$ cat src/rtl/if_id_pkg.sv
// Shared types and defaults for the IF/ID pipeline stage buffer.
package if_id_pkg;

    localparam int          PC_W_DEF   = 32;
    localparam int          INST_W_DEF = 32;
    localparam logic [31:0] NOP_INST   = 32'h0000_0000;

    typedef struct packed {
        logic [PC_W_DEF-1:0]   pc;
        logic [INST_W_DEF-1:0] inst;
    } if_id_entry_t;

    // A single-entry buffer still needs a one-bit pointer so the port widths stay legal.
    function automatic int ptr_width(input int depth);
        return (depth > 1) ? $clog2(depth) : 1;
    endfunction

endpackage

$ cat src/rtl/pipe_buf_mem.sv
// Register array backing the IF/ID buffer: one write port, one asynchronous read port.
module pipe_buf_mem #(
    parameter int DEPTH = 2,
    parameter int WIDTH = 64,
    parameter int AW    = 1
) (
    input  logic             clk_i,
    input  logic             we_i,
    input  logic [AW-1:0]    waddr_i,
    input  logic [WIDTH-1:0] wdata_i,
    input  logic [AW-1:0]    raddr_i,
    output logic [WIDTH-1:0] rdata_o
);

    logic [WIDTH-1:0] r_mem [DEPTH];

    // Data storage needs no reset: the stage masks the read data whenever it is empty.
    always_ff @(posedge clk_i) begin
        if (we_i) begin
            r_mem[waddr_i] <= wdata_i;
        end
    end

    assign rdata_o = r_mem[raddr_i];

endmodule

$ cat src/rtl/if_id_stage_buf.sv
// IF/ID pipeline stage: DEPTH-entry elastic buffer carrying {PC, instruction} from fetch to decode.
module if_id_stage_buf
    import if_id_pkg::*;
#(
    parameter int PC_W   = PC_W_DEF,
    parameter int INST_W = INST_W_DEF,
    parameter int DEPTH  = 2
) (
    input  logic                       clk_i,
    input  logic                       rst_i,
    input  logic                       flush_i,
    input  logic                       in_valid_i,
    output logic                       in_ready_o,
    input  logic [PC_W-1:0]            pc_i,
    input  logic [INST_W-1:0]          inst_i,
    output logic                       out_valid_o,
    input  logic                       out_ready_i,
    output logic [PC_W-1:0]            pc_o,
    output logic [INST_W-1:0]          inst_o,
    output logic [$clog2(DEPTH+1)-1:0] count_o
);

    localparam int AW = ptr_width(DEPTH);
    localparam int CW = $clog2(DEPTH + 1);
    localparam int EW = PC_W + INST_W;

    logic [AW-1:0] r_wr_ptr;
    logic [AW-1:0] r_rd_ptr;
    logic [CW-1:0] r_count;
    logic [AW-1:0] w_wr_ptr_nxt;
    logic [AW-1:0] w_rd_ptr_nxt;
    logic [CW-1:0] w_count_nxt;
    logic          w_full;
    logic          w_valid;
    logic          w_push;
    logic          w_pop;
    logic [EW-1:0] w_rd_data;

    function automatic logic [AW-1:0] ptr_inc(input logic [AW-1:0] p);
        if (p == AW'(DEPTH - 1)) begin
            return {AW{1'b0}};
        end else begin
            return p + AW'(1);
        end
    endfunction

    assign w_full      = (r_count == CW'(DEPTH));
    assign w_valid     = (r_count != {CW{1'b0}});
    // No pass-through when full: ready depends only on stored occupancy, never on out_ready_i.
    assign in_ready_o  = !w_full && rst_i;
    assign w_push      = in_valid_i && in_ready_o;
    assign w_pop       = w_valid && out_ready_i;

    // Next pointer/count state; flush overrides any push or pop in the same cycle.
    always_comb begin
        w_wr_ptr_nxt = r_wr_ptr;
        w_rd_ptr_nxt = r_rd_ptr;
        w_count_nxt  = r_count;
        if (flush_i) begin
            w_wr_ptr_nxt = {AW{1'b0}};
            w_rd_ptr_nxt = {AW{1'b0}};
            w_count_nxt  = {CW{1'b0}};
        end else begin
            if (w_push) begin
                w_wr_ptr_nxt = ptr_inc(r_wr_ptr);
            end else begin
                w_wr_ptr_nxt = r_wr_ptr;
            end
            if (w_pop) begin
                w_rd_ptr_nxt = ptr_inc(r_rd_ptr);
            end else begin
                w_rd_ptr_nxt = r_rd_ptr;
            end
            case ({w_push, w_pop})
                2'b10:   w_count_nxt = r_count + CW'(1);
                2'b01:   w_count_nxt = r_count - CW'(1);
                default: w_count_nxt = r_count;
            endcase
        end
    end

    // Pointer and occupancy registers.
    always_ff @(posedge clk_i or negedge rst_i) begin
        if (!rst_i) begin
            r_wr_ptr <= {AW{1'b0}};
            r_rd_ptr <= {AW{1'b0}};
            r_count  <= {CW{1'b0}};
        end else begin
            r_wr_ptr <= w_wr_ptr_nxt;
            r_rd_ptr <= w_rd_ptr_nxt;
            r_count  <= w_count_nxt;
        end
    end

    pipe_buf_mem #(
        .DEPTH (DEPTH),
        .WIDTH (EW),
        .AW    (AW)
    ) u_mem (
        .clk_i   (clk_i),
        .we_i    (w_push && !flush_i),
        .waddr_i (r_wr_ptr),
        .wdata_i ({pc_i, inst_i}),
        .raddr_i (r_rd_ptr),
        .rdata_o (w_rd_data)
    );

    // An empty stage presents a NOP bubble to decode.
    assign out_valid_o = w_valid;
    assign pc_o        = w_valid ? w_rd_data[EW-1:INST_W] : {PC_W{1'b0}};
    assign inst_o      = w_valid ? w_rd_data[INST_W-1:0]  : INST_W'(NOP_INST);
    assign count_o     = r_count;

endmodule
$ cat config.mk
export PLATFORM = sky130hd
export DESIGN_NAME = if_id_stage_buf
export DESIGN_NICKNAME = d
export VERILOG_FILES = /design/src/rtl/if_id_pkg.sv /design/src/rtl/pipe_buf_mem.sv /design/src/rtl/if_id_stage_buf.sv
export SDC_FILE = /design/constraint.sdc
export NUM_CORES = 1
export LEC_CHECK = 0
export CAP_MARGIN = 15
export CORE_MARGIN = 5
export CORE_UTILIZATION = 35
export DETAILED_ROUTE_END_ITERATION = 7
export PLACE_DENSITY = 0.71
export SLEW_MARGIN = 20
export SYNTH_ARGS = -nofsm -noshare
export SYNTH_HDL_FRONTEND = slang
export SYNTH_HIERARCHICAL = 1
export SYNTH_SLANG_ARGS = --single-unit
$ cat constraint.sdc
create_clock -name clk_i -period 11.5 [get_ports clk_i]
set_input_delay 1.15 -clock clk_i [delete_from_list [all_inputs] [get_ports clk_i]]
set_output_delay 1.15 -clock clk_i [all_outputs]
set_load 0.1 [all_outputs]
==> results.py <==
metrics = {
    "clocking": {
        "max-clock-path-buffers": 2,
        "clock_latency_ps": 410,
        "cts_tree": "done",
        "clockRootBuffer": "clkbuf_16",
        "htree_num_levels": 4,
        "cts_buffers": 17,
        "clkSinkCount": 132,
        "cts.clk_slew.worst_paths_ps": 50,
        "cts_setup_buffers": 0,
        "cts-resized-gates": 0,
        "hold_buffers": 0,
    },
    "grt": {
        "antenna_found_initial": 0,
        "grt.overflow.total": 0,
        "grt_max_degree": 67,
        "grt_usage_pct": 11.67,
        "first_global_vias": 3151,
        "grt_pass1_wl_um": 16340,
    },
    "detailed_routing": {
        "routed_wl_um": 10630,
        "drt_iter0_markers": 94,
        "ant_nets": 0,
        "detail_route.first_pass.iterations": 4,
        "avgRoutedWirePerCell_um": 16.01,
        "drc_errors": 0,
        "vias": 2916,
        "vias_per_cell": 4.392,
    },
    "sta": {
        "fin_crit_sh_pct": 37.36,
        "finalClockSkew_ps": 5.316,
        "drv_slew": 0,
        "setup_viol": 0,
        "min_period_ps": 4296,
        "hold_viol_final": 0,
        "tns_ps": 0,
        "fmax_ghz": 0.2328,
        "slew_headroom_pct": 32.58,
        "worst_pin_slew_ps": 1008,
        "rsz0062_at_grt": "false",
    },
    "synthesis": {
        "yosys.area.top_type": "edfxtp_1",
        "synth-seq-area-share_pct": 70.34,
        "synth_area_um2": 5607,
        "synth_commonest_cells": "edfxtp_1, and2_1, mux2_4",
        "synth.top_cells.by_area": "edfxtp_1, mux2_4, and2_1",
        "synth_top_area_share_pct": 68.56,
        "syn_nets": 364,
        "ys_dominant_reg_cell": "edfxtp_1",
        "synth-seq-cells": 132,
        "syn_inst": 295,
        "synth_warnings": 6,
        "synth_cell_types": 25,
        "syn_area_per_cell_um2": 19.01,
        "yosysMostFrequentCell": "edfxtp_1",
        "synthArstFlopShare_pct": 3.030,
        "synth_edf_count": 128,
    },
    "pwr": {
        "power_density_nw_per_um2": 161.5,
        "leakagePower_nw": 2.665,
        "power_mw": 1.232,
        "ir_drop_mv": 0.08875,
    },
    "finish": {
        "syn_to_final_growth_pct": 36.04,
        "nFillCells": 1318,
        "diodes": 0,
        "nNetsFinal": 507,
        "seq_area_um2": 3948,
        "drive_above_1_share_pct": 20.31,
        "multi_input_area_um2": 1505,
    },
    "floorplanning": {
        "die_h_um": 136.6,
        "die_w_um": 136.6,
        "initial_core_util_pct": 35.42,
        "io_pins": 137,
        "dieArea_um2": 18650,
        "fp-row-count": 46,
        "coreArea_um2": 15830,
    },
    "critical_path": {
        "critPathArrivalTime_ps": 3150,
        "cp_cell_sequence": "clkdlybuf4s50_1 > nor2b_1 > clkdlybuf4s50_1",
        "crit_path_end_kind": "output pin",
        "critPathBufInv": 2,
        "path_max_fanout": 8,
        "slowest_delay_ps": 1160,
        "cpMaxStageDelayCell": "clkdlybuf4s50_1",
        "crit_type": "primary input to output pin",
        "cpMostUsedCell": "clkdlybuf4s50_1",
        "worst_setup_path_start_kind": "primary input",
        "cp_top_family": "buffers and inverters",
        "cp.required_ps": 10350,
    },
    "placement": {
        "dp_hpwl_um": 6632,
        "gp_congestion": 0.6900,
        "io_buffers": 136,
    },
    "run_status": {
        "status": "completed",
    },
    "job": {
        "cap_violations": 0,
    },
    "min_path": {
        "min_path_type": "flop to flop",
    },
}
## routing by layer
metal,up-vias,global-route usage [%],routed length (um)
met2,98,20.07,5481
met3,14,4.081,676
met5,-,0,0
met1,1419,13.12,4280
met4,0,5.039,193
li1,1385,-,-
## power breakdown
group	switching, mW	internal (mW)
Combinational	0.132	0.0707
Clock	0.179	0.308
Sequential	0.00297	0.540
## sequential cells by signal, indices dropped and copies added (netlist names)
register and cells:
u_mem/r_mem 128, count_o 2, r_wr_ptr 1, r_rd_ptr 1
## tightest hold or removal path, stage by stage (launching register included)
cell and delay (ps):
dfrtp_1 420, o21ai_0 100, a21oi_1 80
## cell usage in the layout (no fill, tap or decap), drive strengths merged, types with 3 or more instances in the layout
master,synthesis,final
dfrtp,4,4
edfxtp,128,128
mux2,64,64
and2,65,65
clkdlybuf4s50,0,136
clkbuf,2,18
nor2b,3,3
clkinv,0,9
## layout make-up
class,instances,share of cell area (%)
Sequential cell,132,51.76
Multi-Input combinational cell,149,19.73
Timing Repair Buffer,138,18.09
Clock buffer,18,5.627
Tap cell,216,3.543
Clock inverter,11,1.247
## worst paths after layout
kind                             from            endpoint  slack [ps]  cells after the start
max in group asynchronous       rst_i            r_rd_ptr       10270                      1
min                          r_wr_ptr            r_wr_ptr         650                      2
max reg2reg                count_o[1]  u_mem/r_mem[0][53]        9270                      5
min reg2reg                  r_wr_ptr            r_wr_ptr         650                      2
min in group asynchronous       rst_i            r_wr_ptr         980                      1
max                             rst_i          in_ready_o        7200                      3
## per-stage QoR
stage                     cell area, um2  util (%)  hold WS (ps)  cells  setup WS (ps)
final                               7627     48.19         650.9    664           7204
after detailed placement            7101     44.86         652.5    635           7204
after global placement              7097     44.84         592.6    635           7241
after floorplan                     5607         -         526.5    295           5225
after CTS                           7625     48.17         659.8    664           7130
after global routing                7627     48.19         671.0    664           7107
## cell families (layout without fill, tap and decap cells)
logic type                after synthesis  in the layout  synth area share (%)
buffers and inverters                  14            167                 3.035
and+or+nand+nor                        76             76                 8.503
AOI/OAI and AO/OA                       8              8                 1.094
muxes                                  64             64                 16.87
DFF                                   132            132                 70.34
xor gates and xnor gates                1              1                0.1562
(Power assumes the default switching activity.)
